<file path="src/rtl/button_conditioner.sv">
// rtl/button_conditioner.sv - synchronize, debounce and auto-repeat raw paddle buttons
// Produces clean levels, one-clock pulses and sticky acknowledged event flags.
module button_conditioner #(
  parameter int NUM_BUTTONS     = 2,
  parameter int ACTIVE_LOW      = 1,
  parameter int DEBOUNCE_CYCLES = 65536,
  parameter int REPEAT_DELAY    = 4194304,
  parameter int REPEAT_PERIOD   = 1048576
) (
  input  logic                   clk,
  input  logic                   rst_n,
  input  logic [NUM_BUTTONS-1:0] btn_raw,
  output logic [NUM_BUTTONS-1:0] pressed,
  output logic [NUM_BUTTONS-1:0] press_pulse,
  output logic [NUM_BUTTONS-1:0] release_pulse,
  output logic [NUM_BUTTONS-1:0] repeat_pulse,
  output logic [NUM_BUTTONS-1:0] event_pending,
  input  logic [NUM_BUTTONS-1:0] event_ack
);

  localparam logic REL = (ACTIVE_LOW != 0);
  localparam int   RMAX = (REPEAT_DELAY > REPEAT_PERIOD) ? REPEAT_DELAY : REPEAT_PERIOD;
  localparam int   DW = (DEBOUNCE_CYCLES > 1) ? $clog2(DEBOUNCE_CYCLES) : 1;
  localparam int   RW = (RMAX > 1) ? $clog2(RMAX) : 1;
  localparam logic [DW-1:0] DLAST  = DW'(DEBOUNCE_CYCLES - 1);
  localparam logic [RW-1:0] RFIRST = RW'(REPEAT_DELAY - 1);
  localparam logic [RW-1:0] RLATER = RW'(REPEAT_PERIOD - 1);

  if (DEBOUNCE_CYCLES < 1) begin : g_bad_debounce
    $error("button_conditioner: DEBOUNCE_CYCLES must be at least 1");
  end
  if (REPEAT_PERIOD < 1) begin : g_bad_period
    $error("button_conditioner: REPEAT_PERIOD must be at least 1");
  end

  typedef enum logic [1:0] {IDLE, DB_PRESS, HELD, DB_RELEASE} state_t;

  logic [NUM_BUTTONS-1:0] sync1, sync2, s;

  always_ff @(posedge clk or negedge rst_n) begin
    if (!rst_n) begin
      sync1 <= {NUM_BUTTONS{REL}};
      sync2 <= {NUM_BUTTONS{REL}};
    end else begin
      sync1 <= btn_raw;
      sync2 <= sync1;
    end
  end

  assign s = sync2 ^ {NUM_BUTTONS{REL}};

  for (genvar i = 0; i < NUM_BUTTONS; i++) begin : g_ch
    state_t        state, stateNext;
    logic [DW-1:0] dcnt, dcntNext;
    logic [RW-1:0] rcnt, rcntNext;
    logic          repeating, repeatingNext;
    logic          pressedQ, pressedNext;
    logic          pressP, pressPNext, relP, relPNext, repP, repPNext;
    logic          pend, pendNext;

    always_ff @(posedge clk or negedge rst_n) begin
      if (!rst_n) begin
        state     <= IDLE;
        dcnt      <= '0;
        rcnt      <= '0;
        repeating <= 1'b0;
        pressedQ  <= 1'b0;
        pressP    <= 1'b0;
        relP      <= 1'b0;
        repP      <= 1'b0;
        pend      <= 1'b0;
      end else begin
        state     <= stateNext;
        dcnt      <= dcntNext;
        rcnt      <= rcntNext;
        repeating <= repeatingNext;
        pressedQ  <= pressedNext;
        pressP    <= pressPNext;
        relP      <= relPNext;
        repP      <= repPNext;
        pend      <= pendNext;
      end
    end

    always_comb begin
      stateNext     = state;
      dcntNext      = dcnt;
      rcntNext      = rcnt;
      repeatingNext = repeating;
      pressedNext   = pressedQ;
      pressPNext    = 1'b0;
      relPNext      = 1'b0;
      repPNext      = 1'b0;
      case (state)
        IDLE: begin
          if (s[i]) begin
            stateNext = DB_PRESS;
            dcntNext  = '0;
          end
        end
        DB_PRESS: begin
          if (!s[i]) begin
            stateNext = IDLE;
          end else if (dcnt == DLAST) begin
            stateNext     = HELD;
            pressedNext   = 1'b1;
            pressPNext    = 1'b1;
            rcntNext      = '0;
            repeatingNext = 1'b0;
          end else begin
            dcntNext = dcnt + 1'b1;
          end
        end
        HELD: begin
          if (!s[i]) begin
            stateNext = DB_RELEASE;
            dcntNext  = '0;
          end else if (REPEAT_DELAY != 0) begin
            // First pulse waits the full delay; later ones count from zero again over the period.
            if (rcnt == (repeating ? RLATER : RFIRST)) begin
              repPNext      = 1'b1;
              rcntNext      = '0;
              repeatingNext = 1'b1;
            end else begin
              rcntNext = rcnt + 1'b1;
            end
          end
        end
        DB_RELEASE: begin
          if (s[i]) begin
            stateNext = HELD;
          end else if (dcnt == DLAST) begin
            stateNext   = IDLE;
            pressedNext = 1'b0;
            relPNext    = 1'b1;
          end else begin
            dcntNext = dcnt + 1'b1;
          end
        end
        default: stateNext = IDLE;
      endcase
      // A new event always wins over an acknowledge arriving in the same cycle.
      pendNext = (pressP | repP) ? 1'b1 : (event_ack[i] ? 1'b0 : pend);
    end

    assign pressed[i]       = pressedQ;
    assign press_pulse[i]   = pressP;
    assign release_pulse[i] = relP;
    assign repeat_pulse[i]  = repP;
    assign event_pending[i] = pend;
  end

endmodule

</file>
<file path="config.mk">
export PLATFORM = sky130hd
export DESIGN_NAME = button_conditioner
export DESIGN_NICKNAME = d
export VERILOG_FILES = /design/src/rtl/button_conditioner.sv
export SDC_FILE = /design/constraint.sdc
export NUM_CORES = 1
export LEC_CHECK = 0
export CAP_MARGIN = 20
export CORE_UTILIZATION = 30
export DETAILED_ROUTE_END_ITERATION = 6
export HOLD_SLACK_MARGIN = 0.08
export PLACE_DENSITY = 0.49
export SLEW_MARGIN = 20
export SYNTH_ARGS = -nofsm -noshare
export SYNTH_HDL_FRONTEND = slang
export SYNTH_SLANG_ARGS = --single-unit
</file>
<file path="constraint.sdc">
create_clock -name clk -period 2.6 [get_ports clk]
set_clock_uncertainty 0.05 [all_clocks]
set_input_delay 0.52 -clock clk [delete_from_list [all_inputs] [get_ports clk]]
set_output_delay 0.52 -clock clk [all_outputs]
set_load 0.05 [all_outputs]
</file>
==> results of run 1 <==
==> through the flow <==
| step | instances | cell area [um2] | total power [mW] | hold WS [ns] | worst slack, ns |
|---|---|---|---|---|---|
| 2_1_floorplan | 558 | 5080 | 1.63 | 0.174 | 0.473 |
| 3_3_place_gp | 784 | 5520 | 1.69 | 0.295 | 0.371 |
| 3_5_place_dp | 784 | 5520 | 1.70 | 0.298 | 0.292 |
| 4_1_cts | 800 | 5820 | 3.04 | 0.0806 | 0.268 |
| 5_1_grt | 800 | 5820 | 3.11 | 0.0980 | 0.0484 |
| 6_report | 800 | 5820 | 2.97 | 0.0730 | 0.249 |
==> worst max-delay path by stage <==
stage                startpoint               end  slack, ns  cells after the start
2_1_floorplan  g_ch[1].rcnt[20]  g_ch[1].rcnt[14]       0.47                      6
3_3_place_gp    g_ch[0].dcnt[0]  g_ch[0].dcnt[13]       0.37                      6
3_5_place_dp    g_ch[0].dcnt[0]  g_ch[0].dcnt[12]       0.29                      7
4_1_cts         g_ch[0].dcnt[0]  g_ch[0].dcnt[12]       0.27                      7
5_1_grt         g_ch[0].dcnt[0]  g_ch[0].dcnt[12]       0.05                      7
6_report        g_ch[0].dcnt[0]  g_ch[0].dcnt[12]       0.25                      7
==> cell type report <==
| type | instances | area share (%) |
|---|---|---|
| multi-input cells | 417 | 42.4 |
| flip-flops and latches | 96 | 41.4 |
| repair buffers | 36 | 5.46 |
| well taps | 220 | 4.73 |
| clock buffers | 13 | 4.64 |
| inverters | 15 | 0.968 |
| clock inverters | 3 | 0.430 |
==> worst max-delay path, cell delays in order (launching register included) <==
cell and delay (ns):
sky130_fd_sc_hd__dfrtp_1 0.40, sky130_fd_sc_hd__ha_1 0.27, sky130_fd_sc_hd__nand4_1 0.17, sky130_fd_sc_hd__or4_1 0.53, sky130_fd_sc_hd__nand2_1 0.41, sky130_fd_sc_hd__inv_1 0.17
sky130_fd_sc_hd__o211ai_1 0.13, sky130_fd_sc_hd__o21a_1 0.15
==> registers in the layout, summed over array words and instances, names as in the netlist, named ones only <==
| signal | cells |
|---|---|
| g_ch.pend | 2 |
| g_ch.rcnt | 44 |
| g_ch.dcnt | 32 |
| sync1 | 2 |
| g_ch.repeating | 2 |
| sync2 | 2 |
| g_ch.pressP | 2 |
| g_ch.relP | 2 |
| g_ch.repP | 2 |
| g_ch.pressedQ | 2 |
| g_ch.state | 2 |
==> power groups by stage <==
stage	clock [mW]	sequential, mW	combinational (mW)
floorplan	0	1.57	0.0643
global placement	0	1.58	0.115
detailed placement	0	1.58	0.118
CTS	1.37	1.55	0.119
global route	1.42	1.56	0.133
finish	1.30	1.55	0.113
==> cells by family after synthesis <==
group	count (synthesis)	share of synthesized area, %
AND/OR/NAND/NOR	242	25.1
AO/OA/AOI/OAI	156	19.7
flip-flops	96	47.4
buffers and inverters	45	4.18
XOR/XNOR	10	1.72
multiplexers	5	0.985
adder cells (fa/ha/maj)	4	0.985
==> cells in the final DEF, fill, tap and decap left out, types with 3 or more instances in the layout <==
master / instances
sky130_fd_sc_hd__and3_1: 14
sky130_fd_sc_hd__dfstp_2: 4
sky130_fd_sc_hd__a22o_1: 13
sky130_fd_sc_hd__or3_1: 8
sky130_fd_sc_hd__inv_1: 15
sky130_fd_sc_hd__xnor2_1: 7
sky130_fd_sc_hd__a21o_1: 11
sky130_fd_sc_hd__mux2i_1: 5
sky130_fd_sc_hd__nor3_1: 17
sky130_fd_sc_hd__and2_1: 6
sky130_fd_sc_hd__a211oi_1: 3
sky130_fd_sc_hd__nand3_1: 34
sky130_fd_sc_hd__dfrtp_1: 92
sky130_fd_sc_hd__a21oi_1: 26
sky130_fd_sc_hd__nor4_1: 11
sky130_fd_sc_hd__clkdlybuf4s50_1: 14
sky130_fd_sc_hd__o21a_1: 3
sky130_fd_sc_hd__ha_1: 4
sky130_fd_sc_hd__nand2b_1: 14
sky130_fd_sc_hd__xor2_1: 3
sky130_fd_sc_hd__a31oi_1: 34
sky130_fd_sc_hd__or4_2: 3
sky130_fd_sc_hd__o31ai_1: 5
sky130_fd_sc_hd__nor2_1: 34
sky130_fd_sc_hd__nand2_1: 56
sky130_fd_sc_hd__clkbuf_8: 3
sky130_fd_sc_hd__nor2b_1: 3
sky130_fd_sc_hd__or4_1: 4
sky130_fd_sc_hd__clkbuf_16: 9
sky130_fd_sc_hd__buf_4: 21
sky130_fd_sc_hd__o21ai_0: 41
sky130_fd_sc_hd__a41oi_1: 5
sky130_fd_sc_hd__nand4_1: 21
==> metal layers <==
layer	global-route usage [%]	vias to the layer above	part of all wire, %
met1	18.5	2080	48
li1	-	2116	-
met2	23.3	56	47
met4	6.07	0	1.6
met5	0	-	0
met3	3.23	13	3.1
==> metrics.md, run 1 <==
| Metric | Value |
|---|---|
| Via-per-instance ratio | `5.33` |
| Headroom to the max-slew limit | `49.7%` |
| Violation count after the first detailed-routing iteration | `230` |
| Clock sink count | `between 90 and 100` |
| Final number of hold-violating endpoints | `0` |
| Data required time of the worst path | `2.83 ns` |
| Fillers | `between 1.5k and 2k` |
| Average wire per standard cell | `approximately 15 um` |
| Antenna Nets Post-Route | `0` |
| Relative contribution of the clock network to total power | `a little over two fifths` |
| Leading cell types by total area after synthesis | `sky130_fd_sc_hd__dfrtp_1 45%, sky130_fd_sc_hd__a31oi_1 4.2%, sky130_fd_sc_hd__nand2_1 4.1%` |
| Clock slew at reported path FFs | `~0.07 ns` |
| Wire length of the first global-routing pass | `between 20000 and 25000 um` |
| Transition time at the pin with the least slew margin | `around 0.75 ns` |
| Max Buffers Root-to-Sink | `2` |
| Power density over the cells | `between 500 and 600 nW/um2` |
| Start-to-end type of the worst setup path | `reg2reg` |
| Remaining Overflow, GRT | `0` |
| Share of the cycle needed by the critical path after routing | `between 90 and 100%` |
| Flop and latch count out of synthesis | `96` |
| Number of vias after detailed routing | `between 4k and 5k` |
| Max Slew Vio Count | `0` |
| Half-perimeter wire length of the detailed placement result | `about 8000 um` |
| VDD IR max | `roughly 340 uV` |
| Vertical die dimension | `about 130 um` |
| Initial DRT Pass Iterations | `4` |
| Buffers inserted by post-CTS timing repair | `0` |
| Latest clock arrival within the worst-skew pair | `roughly 0.35 ns` |
| Most frequent cell after synthesis | `sky130_fd_sc_hd__dfrtp_1` |
| Achievable Freq | `between 400 and 500 MHz` |
| CTS tree | `yes` |
| Area of the multi-input gates | `approximately 2500 um2` |
| Starting density of the core | `a little over 30%` |
| Final min period | `around 2.4 ns` |
| GP Congestion | `~0.8` |
| Commonest cells post-synth | `92 x sky130_fd_sc_hd__dfrtp_1, 56 x sky130_fd_sc_hd__nand2_1, 41 x sky130_fd_sc_hd__o21ai_0` |
| Number of gates given a new drive strength after cts | `0` |
| Area of the mapped netlist | `5080 um2` |
| Total of buffers placed on input and output ports | `15` |
| Reg-to-reg critical path startpoint | `g_ch[0].dcnt[0]` |
| Post-synthesis instance total | `558` |
| Number of antenna violations at the first check in global routing | `0` |
| Die ar. | `17500 um2` |
| Switching power | `a little under 0.7 mW` |
| Async SR Flop Fraction | `100%` |
| CTS hold repair buffers | `0` |
| Cell at the root of the clock tree | `sky130_fd_sc_hd__clkbuf_16` |
| Average footprint of a synthesized cell | `9.11 um2` |
| Combinational share of power | `under 10%` |
| Number of warnings reported in the yosys synthesis log | `0` |
| FF-to-FF path depth | `7` |
| Core region area | `between 15000 and 20000 um2` |
| Overall Global Routing Usage | `between 10% and 20%` |
| Synthesized netlist net count | `between 500 and 600` |
| EDFF count, synth | `0` |
| Int Power | `between 2 and 2.5 mW` |
| Crit end category | `flop` |
| Share of layout cells above drive strength 1 | `10.0%` |
| Startpoint types | `flop` |
| Standard-cell row count | `between 40 and 50` |
| Layout overhead on the synthesized area | `14.5%` |
| Post-synthesis sequential area ratio | `~47%` |
| Die boundary width | `132 um` |
| I/O pins | `16` |
| Portion of total power attributed to sequential cells | `between 50% and 60%` |
| Switching Fraction | `between 20% and 30%` |
| Largest net degree at the start of global routing | `49` |
| Residual DRC count | `0` |
| Crit path max fanout | `15` |
| Worst-case register-to-register setup slack | `about 0.25 ns` |
| Accumulated negative setup slack | `0 ns` |
| Crit path arrival time | `2.58 ns` |
| R2R Path End | `g_ch[0].dcnt[12]` |
| Number of diodes | `0` |
| Top cell type by total area after synthesis | `sky130_fd_sc_hd__dfrtp_1` |
| Finish-stage setup viols | `0` |
| Synth top area share | `45.3%` |
| RSZ-0062 raised after global routing | `no` |
| Clock H-tree levels | `3` |
| Cell leakage power | `2.35 nW` |
| Post-detailed-routing wire length | `about 12000 um` |
| Number of clock buffers inserted by TritonCTS | `9` |
| Sequential cell area in the final layout | `around 2400 um2` |
| Unique masters post-synth | `55` |
| Max Cap Violations | `0` |
| Predominant post-synthesis flop cell | `sky130_fd_sc_hd__dfrtp_1` |
| Status | `completed` |
| Utilization after layout | `about a third` |
| Number of nets in the layout | `a little under 600` |
| Path type of the worst min-delay path | `in2async` |
| Via count of the first global-routing pass | `about 4.2k` |
Note: power is estimated with default switching activity, not from simulation.
==> inputs of run 2 (changes only) <==
==> constraint.sdc (replaced) <==
create_clock -name clk -period 2.89 [get_ports clk]
set_clock_uncertainty 0.05 [all_clocks]
set_input_delay 0.578 -clock clk [delete_from_list [all_inputs] [get_ports clk]]
set_output_delay 0.578 -clock clk [all_outputs]
set_load 0.05 [all_outputs]
==> run 2 against run 1 <==
  * Final area decreased by 0.86%
  * Sequential cell count stayed put
  * Clock power decreased by 12%
  * Register-to-register slack gained 0.35 ns
  * Sequential share of layout area is 0.36 points higher
  * Critical endpoint is now g_ch[0].rcnt[20]
  * Largest power group unchanged
==> metrics.md, run 2 (synthesis gave the netlist of run 1 again) <==
| Metric | Value |
|---|---|
| Status | `completed` |
| I/O pins | `16 (unchanged)` |
| VDD IR max | `286 uV (-17%)` |
| Commonest non-fill, non-tap cells in the layout | `92 x sky130_fd_sc_hd__dfrtp_1, 56 x sky130_fd_sc_hd__nand2_1, 41 x sky130_fd_sc_hd__o21ai_0` |
| Number of antenna violations at the first check in global routing | `0 (unchanged)` |
| Final number of hold-violating endpoints | `0 (unchanged)` |
| Vertical die dimension | `132 um (unchanged)` |
| Transition time at the pin with the least slew margin | `0.680 ns (-0.0720 ns)` |
| Most common library cell in the layout ignoring fill and taps | `sky130_fd_sc_hd__dfrtp_1` |
| Accumulated negative setup slack | `0 ns (unchanged)` |
| Number of gates given a new drive strength after cts | `0 (unchanged)` |
| Antenna Nets Post-Route | `0 (unchanged)` |
| Max Slew Vio Count | `0 (unchanged)` |
| Initial DRT Pass Iterations | `4 (unchanged)` |
| Start-to-end type of the worst setup path | `reg2reg` |
| Clock H-tree levels | `3 (unchanged)` |
| Buffers inserted by post-CTS timing repair | `0 (unchanged)` |
| GP Congestion | `0.788 (-3.3%)` |
| Achievable Freq | `436 MHz (+2.4%)` |
| Number of clock buffers inserted by TritonCTS | `9 (unchanged)` |
| Largest register FFs | `44 (unchanged)` |
| CTS tree | `yes` |
| Wire length of the first global-routing pass | `19600 um (-4.1%)` |
| Clock sink count | `96 (unchanged)` |
| Share of the cycle needed by the critical path after routing | `79.4% (-11 points)` |
| Startpoint types | `flop` |
| Final worst hold slack | `0.156 ns (+0.0834 ns)` |
| Half-perimeter wire length of the detailed placement result | `7870 um (-1.9%)` |
| RSZ-0062 raised after global routing | `no` |
| Overall Global Routing Usage | `13.9% (-0.50 points)` |
| Share of layout cells above drive strength 1 | `9.23% (-0.77 points)` |
| Path type of the worst min-delay path | `in2async` |
| Latest clock arrival within the worst-skew pair | `0.35 ns (about the same)` |
| Largest net degree at the start of global routing | `56 (+14%)` |
| Starting density of the core | `30.7% (unchanged)` |
| Core region area | `16600 um2 (unchanged)` |
| Power density over the cells | `456 nW/um2 (-11%)` |
| Clock slew at reported path FFs | `0.07 ns (about the same)` |
| Total power after layout | `2.63 mW (-11%)` |
| Violation count after the first detailed-routing iteration | `259 (+13%)` |
| Crit path arrival time | `2.51 ns (-0.07 ns)` |
| Cell leakage power | `2.32 nW (-1.3%)` |
| Max Cap Violations | `0 (unchanged)` |
| CTS hold repair buffers | `0 (unchanged)` |
| Headroom to the max-slew limit | `54.5% (+4.8 points)` |
| Final min period | `2.29 ns (-0.0561 ns)` |
| Largest regs | `g_ch.rcnt x44, g_ch.dcnt x32` |
| Via-per-instance ratio | `5.29 (-0.85%)` |
| Crit path max fanout | `18 (+3)` |
| Number of diodes | `0 (unchanged)` |
| Via count of the first global-routing pass | `4002 (-4.3%)` |
| Final Worst Setup Slack | `0.595 ns (+0.346 ns)` |
| Data required time of the worst path | `3.11 ns (+0.28 ns)` |
| Total of buffers placed on input and output ports | `15 (unchanged)` |
| Layout overhead on the synthesized area | `13.5%` |
| Register ranked first by flip-flop count | `g_ch.rcnt` |
| Number of vias after detailed routing | `4197 (-1.6%)` |
| Post-detailed-routing wire length | `11500 um (-1.2%)` |
| Residual DRC count | `0 (unchanged)` |
| Pre-CTS setup slack | `0.646 ns (+0.354 ns)` |
| Average wire per standard cell | `14.5 um (-0.43%)` |
| Number of nets in the layout | `579 (-1.0%)` |
| Finish-stage setup viols | `0 (unchanged)` |
| Cell at the root of the clock tree | `sky130_fd_sc_hd__clkbuf_16` |
| Die ar. | `17500 um2 (unchanged)` |
| Die boundary width | `132 um (unchanged)` |
| Remaining Overflow, GRT | `0 (unchanged)` |
| Standard-cell row count | `47 (unchanged)` |
| Max Buffers Root-to-Sink | `2 (unchanged)` |
| Crit end category | `flop` |
run 2: cell count changes in the layout (fill, tap and decap cells not counted), sizes merged:
cell    change
buf         -6
clkinv      +1
inv         +1
clkbuf      -2
run 2: cell type report:
type	instances	area (um2)
Timing Repair Buffer	30	285
Multi-Input combinational cell	417	2470
Clock inverter	5	31.3
Fill cell	1723	10800
Inverter	15	56.3
Sequential cell	96	2410
Tap cell	220	275
Clock buffer	11	243
run 2: final timing paths:
kind                                      start               end  slack [ns]  cells past startpoint
worst max-delay path            g_ch[0].rcnt[0]  g_ch[0].rcnt[20]        0.60                      7
worst min-delay path                      rst_n  g_ch[1].dcnt[13]        0.16                      1
worst max register to register  g_ch[0].rcnt[0]  g_ch[0].rcnt[20]        0.60                      7
worst min register to register         sync1[1]          sync2[1]        0.31                      0
max in group asynchronous                 rst_n  g_ch[0].rcnt[14]        1.94                      2
min in group clk                       sync1[1]          sync2[1]        0.31                      0
run 2: routing by layer:
layer / share of wire, % / up-vias / track usage, %
met5: 0 / - / 0
met1: 48 / 2023 / 17.9
met4: 1.3 / 0 / 4.66
met3: 3.0 / 11 / 4.08
met2: 48 / 63 / 22.3
li1: - / 2100 / -
run 2: critical path: stages, from the launching register on:
cell	delay, ns
sky130_fd_sc_hd__dfrtp_1	0.44
sky130_fd_sc_hd__ha_1	0.28
sky130_fd_sc_hd__nand4_1	0.23
sky130_fd_sc_hd__a21oi_1	0.11
sky130_fd_sc_hd__a21oi_2	0.56
sky130_fd_sc_hd__buf_12	0.23
sky130_fd_sc_hd__a41oi_1	0.12
sky130_fd_sc_hd__a31oi_1	0.18
run 2: report_power, final:
part,switching (mW),internal [mW],total (mW),leakage (nW)
Sequential,0.0315,1.37,1.40,1.32
Clock,0.530,0.606,1.14,0.136
Combinational,0.0612,0.0358,0.0970,0.867
run 2: through the flow:
step / instance area [um2] / utilization, % / instances
after global routing: 5770 / 34.8 / 794
after CTS: 5770 / 34.8 / 794
after detailed placement: 5490 / 33.1 / 778
final: 5770 / 34.8 / 794
after global placement: 5490 / 33.1 / 778
after floorplan: 5080 / - / 558
==> inputs of run 3 (changes only) <==
--- a/config.mk
+++ b/config.mk
@@ -9,7 +9,7 @@
 export CORE_UTILIZATION = 30
 export DETAILED_ROUTE_END_ITERATION = 6
 export HOLD_SLACK_MARGIN = 0.08
-export PLACE_DENSITY = 0.49
+export PLACE_DENSITY = 0.5
 export SLEW_MARGIN = 20
 export SYNTH_ARGS = -nofsm -noshare
 export SYNTH_HDL_FRONTEND = slang
==> constraint.sdc (replaced) <==
create_clock -name clk -period 1.9 [get_ports clk]
set_clock_uncertainty 0.05 [all_clocks]
set_input_delay 0.38 -clock clk [delete_from_list [all_inputs] [get_ports clk]]
set_output_delay 0.38 -clock clk [all_outputs]
set_load 0.05 [all_outputs]
==> run 3 against run 2 <==
  * The run now ends with setup timing left
  * Die area stayed put
  * Count of clock-buffer cells in the layout increased by 1
  * Critical path type unchanged
  * Largest cell class unchanged
  * Total power rose by 64%
  * Fmax up 16%
  * Sequential cell count stayed put
==> metrics.md, run 3 (synthesis gave the netlist of run 1 again) <==
| Metric | Value |
|---|---|
| Status | `finished, violations left` |
| Failing checks | `setup timing` |
| Die ar. | `17500 um2 (unchanged)` |
| Initial DRT Pass Iterations | `4 (unchanged)` |
| Residual DRC count | `0 (unchanged)` |
| Latest clock arrival within the worst-skew pair | `0.35 ns (about the same)` |
| Post-Place Cell Area | `6350 um2 (+16%)` |
| Starting density of the core | `30.7% (unchanged)` |
| Crit path arrival time | `2.18 ns (-0.33 ns)` |
| Antenna Nets Post-Route | `0 (unchanged)` |
| Via count of the first global-routing pass | `4726 (+18%)` |
| Via-per-instance ratio | `5.24 (-0.92%)` |
| Start-to-end type of the worst setup path | `reg2reg` |
| GP Congestion | `0.789 (about the same)` |
| RSZ-0062 raised after global routing | `yes` |
| Path type of the worst min-delay path | `reg2reg` |
| Clock H-tree levels | `3 (unchanged)` |
| Clock slew at reported path FFs | `0.07 ns (about the same)` |
| Commonest non-fill, non-tap cells in the layout | `139 x sky130_fd_sc_hd__buf_4, 90 x sky130_fd_sc_hd__dfrtp_1, 51 x sky130_fd_sc_hd__nand2_1` |
| Largest regs | `g_ch.rcnt x44, g_ch.dcnt x32` |
| Share of the cycle needed by the critical path after routing | `104% (+25 points)` |
| Final worst hold slack | `0.306 ns (+0.149 ns)` |
| Largest register FFs | `44 (unchanged)` |
| Half-perimeter wire length of the detailed placement result | `9130 um (+16%)` |
| Average wire per standard cell | `14.9 um (+3.0%)` |
| Total of buffers placed on input and output ports | `15 (unchanged)` |
| Post-detailed-routing wire length | `14000 um (+21%)` |
| Violation count after the first detailed-routing iteration | `262 (+1.2%)` |
| Number of vias after detailed routing | `4897 (+17%)` |
| Cell leakage power | `3.21 nW (+38%)` |
| Overall Global Routing Usage | `16.0% (+2.1 points)` |
| Finish-stage setup viols | `13 (+13)` |
| Power density over the cells | `588 nW/um2 (+29%)` |
| Startpoint types | `flop` |
| Wire length of the first global-routing pass | `22500 um (+15%)` |
| Non-Filler Cell Area, Final | `7320 um2 (+27%)` |
| Number of diodes | `0 (unchanged)` |
| Transition time at the pin with the least slew margin | `0.537 ns (-0.143 ns)` |
| Crit end category | `flop` |
| Number of clock buffers inserted by TritonCTS | `9 (unchanged)` |
| VDD IR max | `454 uV (+59%)` |
| Remaining Overflow, GRT | `0 (unchanged)` |
| CTS tree | `yes` |
| Data required time of the worst path | `2.10 ns (-1.01 ns)` |
| Achievable Freq | `506 MHz (+16%)` |
| Max Slew Vio Count | `0 (unchanged)` |
| Share of layout cells above drive strength 1 | `36.4% (+27 points)` |
| Most common library cell in the layout ignoring fill and taps | `sky130_fd_sc_hd__buf_4` |
| Headroom to the max-slew limit | `64.2% (+9.7 points)` |
| Crit path max fanout | `4 (-14)` |
| Vertical die dimension | `132 um (unchanged)` |
| I/O pins | `16 (unchanged)` |
| Max Buffers Root-to-Sink | `2 (unchanged)` |
| Max Cap Violations | `0 (unchanged)` |
| Standard-cell row count | `47 (unchanged)` |
| Number of antenna violations at the first check in global routing | `0 (unchanged)` |
| Clock sink count | `96 (unchanged)` |
| Final number of hold-violating endpoints | `0 (unchanged)` |
| Layout overhead on the synthesized area | `44.1%` |
| Core region area | `16600 um2 (unchanged)` |
| Largest net degree at the start of global routing | `97 (+73%)` |
| Final min period | `1.98 ns (-0.317 ns)` |
| Final Worst Setup Slack | `-0.0777 ns (-0.673 ns)` |
| Cell at the root of the clock tree | `sky130_fd_sc_hd__clkbuf_16` |
| Register ranked first by flip-flop count | `g_ch.rcnt` |
| Number of nets in the layout | `720 (+24%)` |
| Die boundary width | `132 um (unchanged)` |
run 3: cell count changes in the layout (fill, tap and decap cells not counted), sizes merged:
cell           change
dlygate4sd3        +1
inv                -1
clkbuf             +1
dlygate4sd2        +2
clkinvlp           -1
a21oi              +1
bufinv             +1
clkdlybuf4s50     -10
buf              +147
run 3: final timing paths:
check	startpoint	to	slack [ns]	cells past startpoint
worst min register to register	sync1[0]	sync2[0]	0.31	0
worst max register to register	g_ch[0].dcnt[1]	g_ch[0].repeating	-0.08	5
worst max-delay path	g_ch[0].dcnt[1]	g_ch[0].repeating	-0.08	5
worst min-delay path	sync1[0]	sync2[0]	0.31	0
min in group asynchronous	rst_n	g_ch[1].dcnt[7]	0.58	3
max in group asynchronous	rst_n	g_ch[1].dcnt[0]	0.79	3
run 3: cell type report:
cell class	count	area, um2
repair buffers	170	1410
fillers	1625	9260
clock buffers	12	256
flip-flops and latches	96	2410
clock inverters	4	52.6
multi-input cells	418	2860
inverters	15	56.3
well taps	220	275
run 3: what timing repair did:
action                                 4_1_cts  5_1_grt
hold buffers                                 1        0
pin swaps                                   15       17
cloned                                       1        1
setup buffers                               19       14
endpoints found under the hold margin       88        0
gates resized for setup                     36       61
setup endpoints to repair                   43       70
run 3: metal layers:
metal	part of all wire [%]	up-vias	track usage, %
li1	-	2389	-
met1	45	2408	19.3
met2	50	81	27.8
met3	2.9	19	3.42
met4	1.9	0	6.32
met5	0	-	0
run 3: through the flow:
step | power [mW] | TNS (ns) | cells | setup WS [ns] | util, %
after global routing | 4.50 | -2.27 | 935 | -0.127 | 44.2
after floorplan | 2.23 | -0.445 | 558 | -0.0940 | -
after CTS | 4.34 | -0.173 | 921 | -0.0565 | 42.0
after global placement | 2.38 | -1.17 | 885 | -0.0741 | 38.3
final | 4.31 | -0.334 | 935 | -0.0777 | 44.2
after detailed placement | 2.39 | -1.52 | 885 | -0.116 | 38.3
run 3: critical path: stages (launching register included):
cell and delay, ns:
sky130_fd_sc_hd__dfrtp_1 0.37, sky130_fd_sc_hd__ha_2 0.21, sky130_fd_sc_hd__nand4_1 0.20, sky130_fd_sc_hd__or4_4 0.51
sky130_fd_sc_hd__or3_4 0.36, sky130_fd_sc_hd__a21o_1 0.18
run 3: power breakdown:
| part | internal [mW] | switching (mW) | leakage [nW] | total (mW) |
|---|---|---|---|---|
| Clock | 1.10 | 0.800 | 0.153 | 1.90 |
| Sequential | 2.08 | 0.0297 | 1.32 | 2.11 |
| Combinational | 0.148 | 0.157 | 1.74 | 0.305 |
| Total | 3.32 | 0.986 | 3.21 | 4.31 |
